File: config.mk
export PLATFORM = sky130hd
export DESIGN_NAME = mux16_arbiter_flat
export DESIGN_NICKNAME = d
export VERILOG_FILES = /design/src/rtl/mux16_arbiter_if.sv /design/src/rtl/mux16_arbiter.sv /design/src/flat_wrapper.sv
export SDC_FILE = /design/constraint.sdc
export NUM_CORES = 1
export LEC_CHECK = 0
export ABC_CLOCK_PERIOD_IN_PS = 2300
export CAP_MARGIN = 15
export CORE_AREA = 4 4 63 65
export DETAILED_ROUTE_END_ITERATION = 12
export DIE_AREA = 0 0 67 69
export PLACE_DENSITY = 0.78
export SETUP_SLACK_MARGIN = 0.4
export SLEW_MARGIN = 20
export SYNTH_ARGS = -nofsm -noshare
export SYNTH_HDL_FRONTEND = slang
export SYNTH_SLANG_ARGS = --single-unit
File: constraint.sdc
create_clock -name clk -period 2.3 [get_ports clk]
set_input_delay 0.575 -clock clk [delete_from_list [all_inputs] [get_ports clk]]
set_output_delay 0.575 -clock clk [all_outputs]
set_load 0.02 [all_outputs]
File: src/rtl/mux16_arbiter_if.sv
// Handshake/data bundle between two producers, the
// arbiter, and the downstream consumer.
interface mux16_arbiter_if #(
  parameter int WIDTH = 16
);
  logic             req0;
  logic [WIDTH-1:0] data0;
  logic             req1;
  logic [WIDTH-1:0] data1;
  logic             out_ready;
  logic             gnt0;
  logic             gnt1;
  logic             ack0;
  logic             ack1;
  logic             select;
  logic [WIDTH-1:0] out_data;
  logic             out_valid;

  modport master (
    output req0, data0, req1, data1, out_ready,
    input  gnt0, gnt1, ack0, ack1,
    input  select, out_data, out_valid
  );

  modport slave (
    input  req0, data0, req1, data1, out_ready,
    output gnt0, gnt1, ack0, ack1,
    output select, out_data, out_valid
  );
endinterface

File: src/rtl/mux16_arbiter.sv
// Two-requester round-robin arbiter over a shared 2:1
// datapath with bounded hold and registered output.
module mux16_arbiter #(
  parameter int WIDTH    = 16,
  parameter int MAX_HOLD = 4,
  parameter int CNT_W    = 3
) (
  input logic             clk,
  input logic             rst_n,
  mux16_arbiter_if.slave  bus
);

  typedef enum logic [1:0] {
    IDLE = 2'd0,
    OWN0 = 2'd1,
    OWN1 = 2'd2
  } state_t;

  state_t           state;
  state_t           nxt;
  logic [CNT_W-1:0] hold_cnt;
  logic [CNT_W-1:0] cnt_nxt;
  logic [CNT_W-1:0] cnt_inc;
  logic             at_max;
  logic             last;
  logic             last_nxt;
  logic             sel_q;
  logic             sel_nxt;
  logic [WIDTH-1:0] data_q;
  logic             valid_q;
  logic             beat0;
  logic             beat1;

  always_ff @(posedge clk or negedge rst_n) begin
    if (!rst_n) begin
      state    <= IDLE;
      hold_cnt <= '0;
      last     <= 1'b1;
      sel_q    <= 1'b0;
      data_q   <= '0;
      valid_q  <= 1'b0;
    end else begin
      state    <= nxt;
      hold_cnt <= cnt_nxt;
      last     <= last_nxt;
      sel_q    <= sel_nxt;
      valid_q  <= beat0 | beat1;
      if (beat0 | beat1)
        data_q <= sel_q ? bus.data1 : bus.data0;
    end
  end

  assign cnt_inc = hold_cnt + CNT_W'(1);
  assign at_max  = (cnt_inc == CNT_W'(MAX_HOLD));

  always_comb begin
    nxt      = state;
    cnt_nxt  = hold_cnt;
    last_nxt = last;
    beat0    = 1'b0;
    beat1    = 1'b0;
    case (state)
      IDLE: begin
        if (bus.req0 && bus.req1)
          nxt = last ? OWN0 : OWN1;
        else if (bus.req0)
          nxt = OWN0;
        else if (bus.req1)
          nxt = OWN1;
      end
      OWN0: begin
        if (!bus.req0) begin
          nxt      = bus.req1 ? OWN1 : IDLE;
          cnt_nxt  = '0;
          last_nxt = 1'b0;
        end else if (bus.out_ready) begin
          beat0 = 1'b1;
          if (at_max) begin
            cnt_nxt = '0;
            if (bus.req1) begin
              nxt      = OWN1;
              last_nxt = 1'b0;
            end
          end else begin
            cnt_nxt = cnt_inc;
          end
        end
      end
      OWN1: begin
        if (!bus.req1) begin
          nxt      = bus.req0 ? OWN0 : IDLE;
          cnt_nxt  = '0;
          last_nxt = 1'b1;
        end else if (bus.out_ready) begin
          beat1 = 1'b1;
          if (at_max) begin
            cnt_nxt = '0;
            if (bus.req0) begin
              nxt      = OWN0;
              last_nxt = 1'b1;
            end
          end else begin
            cnt_nxt = cnt_inc;
          end
        end
      end
      default: begin
        nxt     = IDLE;
        cnt_nxt = '0;
      end
    endcase
  end

  // select tracks the owner and holds through IDLE
  always_comb begin
    sel_nxt = sel_q;
    if (nxt == OWN1)
      sel_nxt = 1'b1;
    else if (nxt == OWN0)
      sel_nxt = 1'b0;
  end

  always_comb begin
    bus.gnt0      = (state == OWN0);
    bus.gnt1      = (state == OWN1);
    bus.ack0      = beat0;
    bus.ack1      = beat1;
    bus.select    = sel_q;
    bus.out_data  = data_q;
    bus.out_valid = valid_q;
  end

endmodule

File: src/flat_wrapper.sv
// flat-port wrapper written by rule: the top's interface ports become plain ports
module mux16_arbiter_flat 
#(
  parameter int WIDTH    = 16,
  parameter int MAX_HOLD = 4,
  parameter int CNT_W    = 3
)
  (clk, rst_n, bus_req0, bus_data0, bus_req1, bus_data1, bus_out_ready, bus_gnt0, bus_gnt1, bus_ack0, bus_ack1, bus_select, bus_out_data, bus_out_valid);
  mux16_arbiter_if #(.WIDTH(WIDTH)) bus_i ();
  input logic clk;
  input logic rst_n;
  input wire logic [$bits(bus_i.req0)-1:0] bus_req0;
  input wire logic [$bits(bus_i.data0)-1:0] bus_data0;
  input wire logic [$bits(bus_i.req1)-1:0] bus_req1;
  input wire logic [$bits(bus_i.data1)-1:0] bus_data1;
  input wire logic [$bits(bus_i.out_ready)-1:0] bus_out_ready;
  output wire logic [$bits(bus_i.gnt0)-1:0] bus_gnt0;
  output wire logic [$bits(bus_i.gnt1)-1:0] bus_gnt1;
  output wire logic [$bits(bus_i.ack0)-1:0] bus_ack0;
  output wire logic [$bits(bus_i.ack1)-1:0] bus_ack1;
  output wire logic [$bits(bus_i.select)-1:0] bus_select;
  output wire logic [$bits(bus_i.out_data)-1:0] bus_out_data;
  output wire logic [$bits(bus_i.out_valid)-1:0] bus_out_valid;
  assign bus_i.req0 = bus_req0;
  assign bus_i.data0 = bus_data0;
  assign bus_i.req1 = bus_req1;
  assign bus_i.data1 = bus_data1;
  assign bus_i.out_ready = bus_out_ready;
  assign bus_gnt0 = bus_i.gnt0;
  assign bus_gnt1 = bus_i.gnt1;
  assign bus_ack0 = bus_i.ack0;
  assign bus_ack1 = bus_i.ack1;
  assign bus_select = bus_i.select;
  assign bus_out_data = bus_i.out_data;
  assign bus_out_valid = bus_i.out_valid;
  mux16_arbiter #(.WIDTH(WIDTH), .MAX_HOLD(MAX_HOLD), .CNT_W(CNT_W)) u_core (.clk(clk), .rst_n(rst_n), .bus(bus_i));
endmodule
==> impl_results.md, run 1 <==
- CP most frequent cell: mux2_4
- RSZ-0062 raised after global routing: true
- Skew final: 11.78 ps
- Hold crit path type: flip-flop to flip-flop
- Slew Limit Fails: 0
- ANT cells: 0
- Family with the most delay on the worst path: multiplexers
- Cts hold-fix bufs: 0
- CP max stage delay: 330 ps
- Worst Path Max Fanout: 6
- Hold Vio Cnt, Final: 0
- Drt total wl: 3941 um
- Die span in y: 69 um
- Worst setup SP type: primary input
- Distinct cells, synth: 33
- Slew Limit Headroom: 75.38%
- CP max-delay cell: mux2_4
- CTS Sinks: 24
- Post-synth ARST share: 100.0%
- Post-synth EDFFs: 0
- # DRC: 0
- Pwr Total: 0.002505 W
- Core box area: 0.003337 mm2
- Critical Path Sink Type: flip-flop
- Pwr Density: 1092 mW/mm2
- DR pass1 iterations: 4
- Initial core utilization: 42.74%
- Antenna-violating nets left: 0
- RR Endpoint: u_core.bus.select
- Routed len/inst: 15.52 um
- Max cap viols: 0
- Peak VDD IR: 0.5673 mV
- Vias in the first global route: 1475
- Worst reg2reg setup slack: between 200 and 250 ps
- Antenna violations before repair: 0
- Root Driver: clkbuf_4
- Syn avg cell area: roughly 10 um2
- F_max: 480.5 MHz
- First-pass GRT wire length: 6637 um
- GPL Wtd Cong: 0.9324
- Static Leak: 1.014 nW
- Die footprint: ~0.0046 mm2
- Largest net degree at the start of global routing: 25
- Final cell count without fillers: 254
- Tot GR Track Use: a little under a fifth
- Synth top area share: 40.35%
- Area leader, netlist: dfrtp_1
- Final net count: 253
- Cells after Synth: 140
- H-tree levels: 1
- Num rows: 21
- Area growth, synth to finish: 60.79%
- RR Startpoint: u_core.state[0]
- Initial DRC Count: 97
- CTS tree: yes
- Synth Register Bits: 24
- Sequential share of the synthesized area: 42.19%
- Crit path kind: primary input to flip-flop
- Arrival @ worst endpoint: 2300 ps
- Tcrit/Tclk final: between 90 and 100%
- Worst Hold Depth: 2
- Final setup violation count: 0
- Hold Crit Start: u_core.bus.out_data[6]
- Layout cell share with drive strength beyond 1: 22.12%
- Vias: between 1000 and 1500
- Worst Path Buf+Inv: 1
- CP Depth: 6
- IO Port Bufs: 58
- Most frequent cells in the layout: clkdlybuf4s50_1 (35), dfrtp_1 (20), a21oi_1 (19)
- Status: finished, final reports clean
- Worst-case clock buffer depth: 2
- Least-Margin Pin Slew: 369.3 ps
- I/O pins: 59
- Required time worst endpoint: about 2500 ps
- GRT overflow: 0
- DP Cell Count: roughly 240
- Via density: 5.445
- Ys flop type: dfrtp_1
- DP Wirelength: approximately 3000 um
- R2R cell count: 7
- Clk Latency, worst-skew pair: around 310 ps
- Synth area leaders: dfrtp_1 (40%), mux2i_1 (12%), a31oi_1 (7.9%), a21oi_1 (6.7%), ha_1 (6.1%)
- Post-synthesis cell area: 0.001426 mm2
- Worst-path clk slew: around 130 ps
- Post-Syn Nets: 184
- Yosys warning count: 0
- Min-Delay Endpoint: u_core.bus.out_data[6]
- Total CTS buffers: 3
- Commonest non-fill, non-tap cell in the layout: clkdlybuf4s50_1
- Critical path, cell by cell: clkdlybuf4s15_1, mux2_4, a222oi_1, a31oi_2, ha_1, mux2_4
- Final Critical Period: 2081 ps
- Die Wd: 67 um
## sequential cells by signal, summed over array words and instances, names as in the netlist
signal	flops
u_core.bus.out_data	16
u_core.hold_cnt	3
u_core.state	2
u_core.bus.select	1
u_core.bus.out_valid	1
u_core.last	1
## Yosys cell counts (2+ instances only)
cell        n
dfrtp_1    23
buf_4       2
xnor2_1     2
o21ai_0     2
o2111ai_1   2
a31oi_1    18
nand3_1     4
nand2_1     4
buf_2       5
buf_6       3
nand2b_1    2
mux2i_1    17
nor2_1      4
nor2b_1     2
a21oi_1    19
mux2_2      2
inv_1       5
ha_1        7
and3_1      2
o211a_1     2
## metrics by stage
stage / utilization, % / TNS, ps / cell area [um2] / setup slack [ps] / hold slack [ps]
after global routing: 68.73 / 0 / 2293 / 174.8 / 609.8
final: 68.73 / 0 / 2293 / 219.0 / 562.0
after floorplan: - / 0 / 1470 / 237.1 / 279.4
after detailed placement: 63.03 / -848.5 / 2103 / -372.6 / 540.1
after global placement: 63.03 / -708.7 / 2103 / -296.2 / 525.5
after CTS: 66.89 / 0 / 2232 / 233.4 / 570.9
## worst register-to-register path, delay by kind of cell, from the launching register on
| kind | cells | cell delay (ps) |
|---|---|---|
| fa+ha+maj | 2 | 450 |
| buf+inv | 2 | 170 |
| simple gates | 1 | 390 |
| flops | 1 | 470 |
| compound gates | 1 | 180 |
| mux | 1 | 290 |
## power by group
part	internal, W	switching, W	leakage (nW)
Clock	0.0000676	0.000121	0.0150
Combinational	0.000785	0.000791	0.724
Sequential	0.000614	0.000126	0.275
Total	0.00147	0.00104	1.01
## area by class of cell
type	instances	area (um2)
sequential	24	605.6
tap	46	57.56
clock buffer	4	26.28
fill	275	1044
multi-input combinational	99	834.6
timing repair buffer	76	748.2
inverter	5	21.27
## cell families (layout without fill, tap and decap cells)
logic type      after synthesis  count (layout)  share of synthesized area [%]
mux                          19              19                          13.51
xor+xnor                      2               2                          1.228
compound gates               49              49                          21.84
fa+ha+maj                     7               7                          6.140
buf+inv                      17              85                          7.016
simple gates                 22              22                          8.070
flops                        24              24                          42.19
## routing by layer
layer	GRT usage, %	share of wire, %	wire, um
met1	21.47	42	1643
met2	31.55	51	2011
met3	5.195	7.0	275
met4	4.505	0.25	10
met5	0	0	0
## timing repair
| item | CTS | global route |
|---|---|---|
| pin swaps | 7 | 2 |
| endpoints found under the setup margin | 6 | 20 |
| gates resized for setup | 32 | 29 |
| buffers inserted | 4 | 2 |
## worst max-delay path by stage
stage | start | endpoint
after CTS | u_core.hold_cnt[1] | u_core.bus.select
after detailed placement | bus_req0 | u_core.bus.select
after global placement | bus_req0 | u_core.bus.select
final | bus_req0 | u_core.bus.select
after floorplan | bus_req0 | u_core.bus.select
after global routing | u_core.state[0] | u_core.bus.select
Note: power is estimated with default switching activity, not from simulation.
==> run 2: changes to the inputs <==
--- a/config.mk
+++ b/config.mk
@@ -10,8 +10,9 @@
 export CORE_AREA = 4 4 63 65
 export DETAILED_ROUTE_END_ITERATION = 12
 export DIE_AREA = 0 0 67 69
-export PLACE_DENSITY = 0.78
+export PLACE_DENSITY_LB_ADDON = 0.3
 export SETUP_SLACK_MARGIN = 0.4
+export SKIP_CTS_REPAIR_TIMING = 1
 export SLEW_MARGIN = 20
 export SYNTH_ARGS = -nofsm -noshare
 export SYNTH_HDL_FRONTEND = slang
==> run 2 against run 1 <==
  * Sequential power decreased by 0.5%
  * Largest cell class unchanged
  * Count of clock-buffer cells in the layout unchanged
  * Largest power group unchanged
  * First-iteration DRC count is 23% higher
  * Hold slack lost 3.6 ps
  * Register-to-register slack worse by 70 ps
  * Worst setup slack worse by 50 ps
==> impl_results.md, run 2 (same netlist as run 1, synthesis figures left out) <==
- Status: finished, final reports clean (unchanged)
- Num rows: 21 (unchanged)
- Final setup violation count: 0 (unchanged)
- Worst-case clock buffer depth: 2 (unchanged)
- F_max: 469.2 MHz (was 480.5 MHz)
- Worst Hold Depth: 2 (unchanged)
- Slew Limit Fails: 0 (unchanged)
- Pwr Total: 0.002531 W (was 0.002505 W)
- Number of flip-flops under the largest register name: 16 (unchanged)
- Initial core utilization: 42.74% (unchanged)
- RR Endpoint: u_core.bus.select (unchanged)
- Setup TNS: 0 ps (unchanged)
- Drt total wl: 4032 um (was 3941 um)
- Arrival @ worst endpoint: 2350 ps (was 2300 ps)
- Hold crit path type: flip-flop to flip-flop (unchanged)
- Die span in y: 69 um (unchanged)
- Tot GR Track Use: 16.57% (was 18.15%)
- Family with the most delay on the worst path: adder cells (was multiplexers)
- Gate power share: 61.9% (was 62.9%)
- Clk pwr share: 9.0% (was 7.5%)
- R2R cell count: 6 (was 7)
- Commonest non-fill, non-tap cell in the layout: clkdlybuf4s50_1 (unchanged)
- CTS Sinks: 24 (unchanged)
- Final core utilization: 68.24% (was 68.73%)
- Routed len/inst: 15.94 um (was 15.52 um)
- Critical Path Sink Type: flip-flop (unchanged)
- H-tree levels: 1 (unchanged)
- Int Pwr: 0.001483 W (was 0.001466 W)
- Tcrit/Tclk final: 92.66% (was 90.48%)
- Total CTS buffers: 3 (unchanged)
- GRT overflow: 0 (unchanged)
- Worst reg2reg setup slack: 170 ps (was 240 ps)
- Largest net degree at the start of global routing: 31 (was 25)
- Skew final: 9.772 ps (was 11.78 ps)
- CTS tree: yes (unchanged)
- Peak VDD IR: 0.5156 mV (was 0.5673 mV)
- Die footprint: 0.004623 mm2 (unchanged)
- IO Port Bufs: 58 (unchanged)
- Fillcell total: 264 (was 275)
- Worst setup SP type: flip-flop (was primary input)
- DP Cell Count: 244 (unchanged)
- Pwr Density: 1111 mW/mm2 (was 1092 mW/mm2)
- Min Hold Slack: 558.4 ps (was 562.0 ps)
- CP max stage delay: 460 ps (was 330 ps)
- Most frequent cells in the layout: clkdlybuf4s50_1 (35), dfrtp_1 (22), dlymetal6s2s_1 (20) (was clkdlybuf4s50_1 (35), dfrtp_1 (20), a21oi_1 (19))
- Clk Latency, worst-skew pair: 320 ps (was 310 ps)
- First-pass GRT wire length: 6154 um (was 6637 um)
- Seq pwr share: 29.1% (was 29.5%)
- Root Driver: clkbuf_4 (unchanged)
- Multi-input logic area: 812.0 um2 (was 834.6 um2)
- Hold Crit Start: u_core.bus.out_data[14] (was u_core.bus.out_data[6])
- Slew Limit Headroom: 74.94% (was 75.38%)
- Critical path, cell by cell: ha_4, xnor2_4, or3_1, a31o_1, ha_1, mux2_4 (was clkdlybuf4s15_1, mux2_4, a222oi_1, a31oi_2, ha_1, mux2_4)
- Area growth, synth to finish: 59.65% (was 60.79%)
- GPL Wtd Cong: 0.9780 (was 0.9324)
- I/O pins: 59 (unchanged)
- Least-Margin Pin Slew: 375.9 ps (was 369.3 ps)
- Vias in the first global route: 1376 (was 1475)
- Hold Vio Cnt, Final: 0 (unchanged)
- Max cap viols: 0 (unchanged)
- Static Leak: 1.065 nW (was 1.014 nW)
- Crit path kind: flip-flop to flip-flop (was primary input to flip-flop)
- Via density: 5.423 (was 5.445)
- Net switching power figure: 0.001048 W (was 0.001038 W)
- Die Wd: 67 um (unchanged)
- Switching part of the total power: 41.42% (was 41.45%)
- DP Wirelength: 2896 um (was 2972 um)
- Layout cell share with drive strength beyond 1: 19.32% (was 22.12%)
- Final net count: 252 (was 253)
- RR Startpoint: u_core.hold_cnt[1] (was u_core.state[0])
- Worst-path clk slew: 140 ps (was 130 ps)
- Initial DRC Count: 119 (was 97)
- Worst Path Max Fanout: 6 (unchanged)
- Final Critical Period: 2131 ps (was 2081 ps)
- DR pass1 iterations: 4 (unchanged)
- Final cell count without fillers: 253 (was 254)
- # DRC: 0 (unchanged)
- Required time worst endpoint: 2510 ps (was 2520 ps)
- Seq. cell area: 603.1 um2 (was 605.6 um2)
- Antenna violations before repair: 0 (unchanged)
- RSZ-0062 raised after global routing: true (unchanged)
- Vias: 1372 (was 1383)
- Core box area: 0.003337 mm2 (unchanged)
- Antenna-violating nets left: 0 (unchanged)
- ANT cells: 0 (unchanged)
- CP max-delay cell: dfrtp_1 (was mux2_4)
- Min-Delay Endpoint: u_core.bus.out_data[14] (was u_core.bus.out_data[6])
- Worst Path Buf+Inv: 0 (was 1)
==> run 2: changes by cell type in the layout (fill, tap and decap cells not counted), moves of 2 or more <==
cell,change
buf_6,-2
dlygate4sd2_1,-2
clkbuf_2,+2
and3_1,+2
and3_4,-2
dlymetal6s2s_1,+5
dfrtp_1,+2
dfrtp_2,-2
==> run 2: through the flow <==
step	setup WS (ps)	area, um2
after floorplan	237.1	1470
after global placement	-261.9	2103
after detailed placement	-318.7	2103
after CTS	-247.3	2140
after global routing	131.6	2277
final	168.8	2277
==> run 2: area by class of cell <==
type	count	share of cell area [%]
multi-input cells	99	35.66
repair buffers	75	32.80
inverters	5	0.9341
clock buffers	4	1.593
flip-flops and latches	24	26.48
well taps	46	2.527
==> run 2: how the worst max path moves through the flow <==
| stage | depth (start not counted) | endpoint | slack (ps) | start |
|---|---|---|---|---|
| floorplan | 6 | u_core.bus.select | 240 | bus_req0 |
| global placement | 6 | u_core.bus.select | -260 | bus_req1 |
| detailed placement | 6 | u_core.bus.select | -320 | bus_req1 |
| CTS | 3 | bus_ack1 | -250 | bus_req1 |
| global route | 6 | u_core.bus.select | 130 | u_core.hold_cnt[1] |
| finish | 6 | u_core.bus.select | 170 | u_core.hold_cnt[1] |
==> run 2: power by group through the flow <==
stage | Combinational, W | Sequential (W) | Clock [W]
global placement | 0.00144 | 0.000729 | 0
floorplan | 0.000754 | 0.000910 | 0
CTS | 0.00149 | 0.000730 | 0.000230
finish | 0.00157 | 0.000736 | 0.000229
detailed placement | 0.00148 | 0.000734 | 0
global route | 0.00169 | 0.000758 | 0.000247
==> run 2: worst register-to-register path, cell delays in order, from the launching register on <==
cell,delay (ps)
dfrtp_1,460
ha_4,210
xnor2_4,150
or3_1,400
a31o_1,210
ha_1,310
mux2_4,290
==> run 2: metal layers <==
layer / track usage (%) / part of all wire, %
met5: 0 / 0
met2: 27.40 / 51
met3: 3.896 / 5.4
met1: 20.55 / 42
met4: 6.081 / 1.4
